File: src/rtl/prog_sequencer.sv
// prog_sequencer: program counter sequencer with an IDLE/RUN/DONE controller,
// a small jump-target LUT, conditional absolute/relative jumps, registered
// ALU flags and a saturating RUN-cycle counter.
module prog_sequencer #(
  parameter int  D         = 12,   // program counter width
  parameter int  LUT_DEPTH = 4,    // jump-target LUT entries (power of two, >= 2)
  parameter int  OW        = 8,    // signed relative-offset width (OW <= D)
  parameter int  CW        = 16,   // cycle counter width
  parameter int  HALT_ADDR = 128,  // PC value that ends a run
  localparam int LW        = $clog2(LUT_DEPTH)
) (
  input  logic          clk,
  input  logic          reset,       // asynchronous, active-low
  input  logic          req,
  input  logic          stall,
  input  logic          halt,
  input  logic          absjump_en,
  input  logic          reljump_en,
  input  logic [1:0]    cond_sel,
  input  logic [LW-1:0] lut_sel,
  input  logic [OW-1:0] rel_off,
  input  logic          lut_we,
  input  logic [LW-1:0] lut_waddr,
  input  logic [D-1:0]  lut_wdata,
  input  logic          zero_i,
  input  logic          pari_i,
  input  logic          sc_i,
  input  logic          flag_en,
  input  logic          sc_clr,
  input  logic          sc_en,
  output logic [D-1:0]  prog_ctr,
  output logic          zeroQ,
  output logic          pariQ,
  output logic          sc_q,
  output logic          run,
  output logic          done,
  output logic [CW-1:0] cycle_cnt
);

  typedef enum logic [1:0] {
    IDLE = 2'd0,
    RUN  = 2'd1,
    DONE = 2'd2
  } state_t;

  state_t        state;
  logic [D-1:0]  lut [LUT_DEPTH];
  logic          cond_ok;
  logic [D-1:0]  pc_target;
  logic          finish;

  // Status outputs are plain decodes of the state register.
  assign run  = (state == RUN);
  assign done = (state == DONE);

  // Jump condition, evaluated on the registered (pre-edge) flags.
  // NOTE: every combinational output gets a default first so no path leaves it unassigned and infers a latch.
  always_comb begin
    cond_ok = 1'b1;
    unique case (cond_sel)
      2'b00: cond_ok = 1'b1;
      2'b01: cond_ok = zeroQ;
      2'b10: cond_ok = ~zeroQ;
      2'b11: cond_ok = sc_q;
    endcase
  end

  // Next PC by priority: halt holds, absolute jump beats relative jump, else increment.
  always_comb begin
    pc_target = prog_ctr + D'(1);
    if (halt) begin
      pc_target = prog_ctr;
    end else if (absjump_en && cond_ok) begin
      // Combinational read sees the pre-edge LUT contents, so a same-cycle write returns the old entry.
      pc_target = lut[lut_sel];
    end else if (reljump_en && cond_ok) begin
      pc_target = prog_ctr + D'($signed(rel_off));
    end
  end

  // A run ends on an explicit halt or when the chosen next PC lands on HALT_ADDR.
  assign finish = halt || (pc_target == D'(HALT_ADDR));

  // Controller, program counter, cycle counter and flag registers.
  // NOTE: sequential state uses non-blocking assignments so every register samples pre-edge values.
  always_ff @(posedge clk or negedge reset) begin
    if (!reset) begin
      state     <= IDLE;
      prog_ctr  <= '0;
      cycle_cnt <= '0;
      zeroQ     <= 1'b0;
      pariQ     <= 1'b0;
      sc_q      <= 1'b0;
    end else begin
      unique case (state)
        IDLE: begin
          if (req) begin
            state     <= RUN;
            prog_ctr  <= '0;
            cycle_cnt <= '0;
          end
        end
        RUN: begin
          // Stalled cycles still count; the counter saturates at all-ones.
          if (cycle_cnt != '1) begin
            cycle_cnt <= cycle_cnt + CW'(1);
          end
          if (!stall) begin
            prog_ctr <= pc_target;
            if (finish) begin
              state <= DONE;
            end
            if (flag_en) begin
              zeroQ <= zero_i;
              pariQ <= pari_i;
            end
            if (sc_clr) begin
              sc_q <= 1'b0;
            end else if (sc_en) begin
              sc_q <= sc_i;
            end
          end
        end
        DONE: begin
          if (!req) begin
            state <= IDLE;
          end
        end
        default: state <= IDLE;
      endcase
    end
  end

  // Jump-target LUT, writable in every state.
  // NOTE: the LUT must read as zero straight after reset, so it is built from resettable flops rather than a RAM macro.
  always_ff @(posedge clk or negedge reset) begin
    if (!reset) begin
      for (int i = 0; i < LUT_DEPTH; i++) begin
        lut[i] <= '0;
      end
    end else if (lut_we) begin
      lut[lut_waddr] <= lut_wdata;
    end
  end

endmodule
File: config.mk
export PLATFORM = sky130hd
export DESIGN_NAME = prog_sequencer
export DESIGN_NICKNAME = d
export VERILOG_FILES = /design/src/rtl/prog_sequencer.sv
export SDC_FILE = /design/constraint.sdc
export NUM_CORES = 1
export LEC_CHECK = 0
export CAP_MARGIN = 10
export CORE_MARGIN = 2
export CORE_UTILIZATION = 30
export DETAILED_ROUTE_END_ITERATION = 10
export GPL_TIMING_DRIVEN = 0
export MAX_ROUTING_LAYER = met4
export PLACE_DENSITY = 0.6
export SLEW_MARGIN = 20
export SYNTH_ARGS = -nofsm -noshare
export SYNTH_HDL_FRONTEND = slang
export SYNTH_SLANG_ARGS = --single-unit
File: constraint.sdc
create_clock -name clk -period 4.3 [get_ports clk]
set_input_delay 0.43 -clock clk [delete_from_list [all_inputs] [get_ports clk]]
set_output_delay 0.43 -clock clk [all_outputs]
set_load 0.05 [all_outputs]
* Yosys cells after proc, flatten, opt, wreduce, memory -nomap -nowiden *
Cells that the tools add are included.

cells by class
  add/subtract/negate cells = 3
  order comparisons = 3
  reduce and logical (&&, ||, !) cells = 13
  equality and inequality tests = 12
  mux-type cells = 23
  bitwise operators = 4

operators by type and width
  kind                                                              count
  12-bit two-way mux                                                8
  48-bit bitwise mux                                                1
  16-bit two-way mux                                                2
  16-bit case mux with 2 select lines                               1
  12-bit binary-select mux with 2-bit select                        1
  12-bit demux with 2-bit select                                    1
  12-bit case mux with 2 select lines                               1
  16-bit by 1-bit adder with 16-bit output, second input constant   1
  16-bit != test, second input constant                             1
  12-bit by 1-bit adder with 12-bit output, second input constant   1
  12-bit adder                                                      1
  12-bit by 8-bit == test with 1-bit output, second input constant  1
  3-bit AND reduction                                               4
  2-bit two-way mux                                                 4
  2-bit == test, second input constant                              3
  3-bit >= comparator, second input constant                        2
  2-bit != test, second input constant                              3
  2-bit NOT with 3-bit output                                       2
  2-bit case mux with 3 select lines                                1
  2-bit by 1-bit == test with 1-bit output, second input constant   2
  2-bit zero test                                                   2
  2-bit by 1-bit != test with 1-bit output, second input constant   2
  1-bit case mux with 4 select lines                                1
  4-bit AND reduction                                               1
  6 further kinds                                                   11

storage, ports and cells
  output and inout port bits = 33
  logic and storage cells = 68
  register bits = 81
  bits of input ports = 40

* Logic depth before layout (Yosys ltp) *
Gate-level depths: netlist of the first run.

  word-level depth = 11
  depth in mapped cells = 14
  mapped depth without buffers = 13

* Worst setup path after synthesis of the first run *
Ideal clock, no wire load.

  path kind = register to register
  start point = reg zeroQ
  end point = reg state[1]
  stages on the path, launching flop included = 15
  clock period less this slack = 3.711 ns
  buffers on the path = 1
  path slack = 0.589 ns
  arrival = 3.591 ns
  data required time = 4.180 ns
  library setup time = 0.120 ns
  cells stage by stage = dfrtp_1 mux2i_2 o21a_1 buf_2 nand2b_1 ha_1 fa_1 a211oi_2 o21ai_1 a211o_1 and4_1 a2111o_1 nand2_1 nor4b_2 a31o_1

between the ends
  cells in the longest elaborated chain, start to end = 10
  elaborated cells between the ends (all ways) = 11
  those cells by class = eq/ne (2); mux (4); bitwise (1); reduce/logical (4)

ends and longest elaborated chain
  what                                                  RTL line  source
  start: declaration                                    32        output logic zeroQ,
  start signal: assignment                              114       zeroQ <= zero_i;
  1-bit NOT                                             63        2'b10: cond_ok = ~zeroQ;
  1-bit case mux with 4 select lines *                  60        unique case (cond_sel)
  1-bit logical AND                                     76        end else if (reljump_en && cond_ok) begin
  12-bit two-way mux                                    76
  12-bit two-way mux *                                  73        end else if (absjump_en && cond_ok) begin
  12-bit two-way mux *                                  71        if (halt) begin
  12-bit by 8-bit == test with 1-bit output *           82        assign finish = halt || (pc_target == D'(HALT_ADDR));
  1-bit logical OR *                                    82
  2-bit by 1-bit != test with 1-bit output (no line) *  -
  4-bit AND reduction (no line) *                       -
  end signal: assignment                                88        state <= IDLE;
  end signal: assignment                                98        state <= RUN;
  end signal: assignment                                111       state <= DONE;
  end: declaration                                      46        state_t state;

Every way passes the cells marked *; elsewhere a longest branch is shown, timed or not.
A chain may end at the register's enable or synchronous reset.

* Worst setup path in the final report of the first run *
  start point = in cond_sel[0]
  end point = reg state[0]

between the ends
  cells in the longest elaborated chain, start to end = 10
  elaborated cells between the ends (all ways) = 14
  those cells by class = eq/ne (5); mux (4); reduce/logical (5)

ends and longest elaborated chain
  what                                                  RTL line  source
  start: declaration                                    19        input logic [1:0] cond_sel,
  2-bit == test, or another cell as far along           60
  1-bit case mux with 4 select lines *                  60
  1-bit logical AND                                     76
  12-bit two-way mux                                    76
  12-bit two-way mux *                                  73
  12-bit two-way mux *                                  71
  12-bit by 8-bit == test with 1-bit output *           82
  1-bit logical OR *                                    82
  2-bit by 1-bit != test with 1-bit output (no line) *  -
  4-bit AND reduction (no line) *                       -

Marks and branches as above.

==> results_dict.tcl, run 1 <==
set metrics [dict create \
    status "finished, final reports clean" \
    antenna_left 0 \
    synthAdderAreaFrac_pct 2.921 \
    busiest_layer "met2" \
    cp_data_arrival_time_ns 4.26 \
    placed_area_sq_um 5517 \
    hold_ws_ns 0.5031 \
    start_kind "primary input" \
    regToRegStartpoint "zeroQ" \
    max_freq_ghz 0.2465 \
    gp_congestion 0.8534 \
    timing.rr.end "state[0]" \
    totalWireLength_um 11740 \
    viasPerCell 5.314 \
    area_delta_synth_final_pct 28.44 \
    cp-end-kind "flip-flop" \
    cts_buffer_depth 2 \
    antenna_found_initial 0 \
    globalRouteMet3Util_pct 3.141 \
    reg2regPathDepth 14 \
    yosys-top-cells-area "dfrtp_1 (45%), mux2_2 (13%), mux4_2 (5.0%), ha_1 (2.5%), o21ai_0 (2.4%)" \
    crit_type "primary input to flip-flop" \
    ys.warnings.count 0 \
    period_share_pct 94.36 \
    finalHoldViolCount 0 \
    rsz0062_at_grt "no" \
    synth_edf_count 0 \
    grtUsageMet1_pct 19.46 \
    grt_overflow_total 0 \
    portBuffers 72 \
    rrSetupSlack_ns 0.34 \
    clkSlewWorstSetupHoldPaths_ns 0.07 \
    synth_simple_gate_area_share_pct 13.86 \
    seq_area_frac_synth_pct 44.64 \
    dieArea_sq_um 16140 \
    cp.required_ns 4.51 \
    drv_slew 0 \
    met2_usage_pct 25.30 \
    tightest_slew_ns 0.6927 \
    syn_nets 452 \
    cts-root-buf "clkbuf_16" \
    slew_headroom_pct 53.82 \
    dp_hpwl_um 8788 \
    synth_top_family_by_area "multiplexers" \
    ys_types 65 \
    htreeDepth 3 \
    nets 537 \
    ys_async_sr_fraction_pct 100.0 \
    cts.sinks 81 \
    min_delay_path_depth 1 \
    min_path_type "flip-flop to flip-flop" \
    grt_first_pass_wirelength_um 19330 \
    synth_seq_cells 81 \
    synthXorXnorAreaFrac_pct 1.543 \
    cts_tree "done" \
    drt-wirelength-per-cell_um 17.36 \
    layout-drive-gt1-share_pct 19.92 \
    diodes 0 \
    muxShareOfSynthArea_pct 20.45 \
    cp_max_fo 10 \
    layout_common_cells "dfrtp_1 (81), clkdlybuf4s50_1 (71), mux2_2 (53)" \
    vias 3592 \
    setup_viol 0 \
    drt-pass1-iter-count 5 \
    holdPathEnd "lut[13]" \
    synth_top_area_share_pct 44.64 \
    coreArea_sq_um 14640 \
    layout_commonest_cell "dfrtp_1" \
    grt_pass1_vias 3663 \
    syn-cell-area_sq_um 4541 \
    synth-compound-area-share_pct 14.11 \
    power-per-cell-area_nw_per_um2 540.6 \
    start_util_pct 31.01 \
    clock_latency_ns 0.35 \
    ys_dominant_reg_cell "dfrtp_1" \
    dp_slack_ns -0.04783 \
    pin_count 73 \
    grtUsageTotal_pct 15.57 \
    leakage_nw 2.426 \
    die_width_um 127.0 \
    grt_start_max_net_pins 58 \
    min_from "lut[13]" \
    min_period_ns 4.058 \
    setup_slack_ns 0.2425 \
    skew_ns 0.007435 \
    maxCapViolations 0 \
    drc 0 \
    stdcell_area_sq_um 5832 \
    vdd_ir_drop_max_mv 0.2564 \
    syn_avg_cell_area_sq_um 11.30 \
    synthCells 402 \
    cts_made_buffers 9 \
    first_iter_violations 168 \
    rows 44 \
    fp.dieH_um 127.0 \
    synth_top_cell_by_area "dfrtp_1" \
]
-- cells by family (layout without fill, tap and decap cells) --
group,Yosys count,after routing
AOI/OAI and AO/OA,89,89
xor gates and xnor gates,8,8
adders and majority gates,10,10
buffers and inverters,26,116
DFF,81,81
muxes,70,70
and+or+nand+nor,118,118
-- metrics by stage --
| step | power, mW | instances | TNS, ns | util, % |
|---|---|---|---|---|
| after floorplan | 1.928 | 402 | 0 | - |
| after global placement | 2.325 | 658 | -7.367 | 37.50 |
| after detailed placement | 2.366 | 659 | -0.09482 | 37.67 |
| after CTS | 3.174 | 676 | 0 | 39.82 |
| after global routing | 3.329 | 676 | 0 | 39.82 |
| final | 3.153 | 676 | 0 | 39.82 |
-- routing by layer --
layer  vias up  wire length (um)  share of wire, %
met5         -                 0                 0
met4         0               267               2.3
met3        22               573               4.9
met2       122              5784                49
met1      1759              5110                44
li1       1689                 -                 -
-- power by group --
| group | internal (mW) | switching [mW] |
|---|---|---|
| logic | 0.509 | 0.776 |
| clock network | 0.470 | 0.331 |
| registers | 0.928 | 0.138 |
-- worst max-delay path by stage --
stage,startpoint,end,slack (ns),cells past startpoint
after global placement,reset,cycle_cnt[5],-0.1,1
after floorplan,zeroQ,state[1],0.59,14
after detailed placement,cond_sel[0],state[1],-0.05,15
after CTS,cond_sel[0],state[1],0.28,15
final,cond_sel[0],state[0],0.24,15
after global routing,cond_sel[0],state[1],0.04,15
-- cell usage after synthesis (2+ instances only) --
| cell | n |
|---|---|
| dfrtp_1 | 81 |
| mux2_2 | 53 |
| nand2_1 | 27 |
| o21ai_0 | 22 |
| nand3_1 | 18 |
| nor2_1 | 16 |
| nor3_1 | 11 |
| a21oi_1 | 10 |
| mux4_2 | 10 |
| a22o_1 | 9 |
| ha_1 | 9 |
| a21o_1 | 8 |
| and2_1 | 7 |
| inv_1 | 7 |
| nand2b_1 | 7 |
| buf_2 | 6 |
| xor2_1 | 6 |
| and3_1 | 5 |
| buf_1 | 5 |
| clkbuf_1 | 5 |
| nor2b_1 | 5 |
| mux2i_1 | 4 |
| nand4_1 | 4 |
| o21ai_1 | 4 |
| a211oi_1 | 3 |
| nand3b_1 | 3 |
| nor3b_1 | 3 |
| o2111ai_1 | 3 |
| o21a_1 | 3 |
| o31ai_1 | 3 |
| a211o_1 | 2 |
| a31o_1 | 2 |
| a32o_1 | 2 |
| inv_2 | 2 |
| mux4_1 | 2 |
| o2111a_1 | 2 |
| o211ai_1 | 2 |
| or3_1 | 2 |
| or4_1 | 2 |
| xnor2_1 | 2 |
-- flip-flops by register name, summed over array words and instances (netlist names) --
signal,cells
lut,48
zeroQ,1
state,2
prog_ctr,12
sc_q,1
pariQ,1
cycle_cnt,16
-- layout make-up --
| type | count | area (sq um) |
|---|---|---|
| Sequential cell | 81 | 2027 |
| Timing Repair Buffer | 74 | 755.7 |
| Fill cell | 1439 | 8812 |
| Buffer | 17 | 78.83 |
| Clock inverter | 5 | 62.56 |
| Clock buffer | 11 | 242.7 |
| Multi-Input combinational cell | 295 | 2401 |
| Inverter | 9 | 33.78 |
| Tap cell | 184 | 230.2 |
-- worst max-delay path: stages --
cell,delay (ns)
clkdlybuf4s50_1,0.50
and3_1,0.25
o21a_1,0.20
buf_2,0.23
nand2b_1,0.08
ha_1,0.23
fa_1,0.44
a211oi_2,0.31
o21ai_1,0.19
a211o_1,0.35
a2111oi_2,0.36
a2111o_1,0.17
nand2_1,0.06
nor4b_2,0.34
a21oi_1,0.12
-- what timing repair did --
| action | in CTS | in global routing |
|---|---|---|
| hold endpoints to repair | 2 | 0 |
| gates resized for setup | 0 | 0 |
| hold buffers | 1 | 0 |
| setup buffers | 0 | 0 |
No activity file was read; power rests on OpenSTA's default activity.
==> run 2, diff against run 1 <==
--- a/config.mk
+++ b/config.mk
@@ -8,6 +8,7 @@
 export CAP_MARGIN = 10
 export CORE_MARGIN = 2
 export CORE_UTILIZATION = 30
+export CTS_CLUSTER_SIZE = 28
 export DETAILED_ROUTE_END_ITERATION = 10
 export GPL_TIMING_DRIVEN = 0
 export MAX_ROUTING_LAYER = met4
==> results of run 2 <==
Final layout, timing and power as in run 1 (identical DEF).
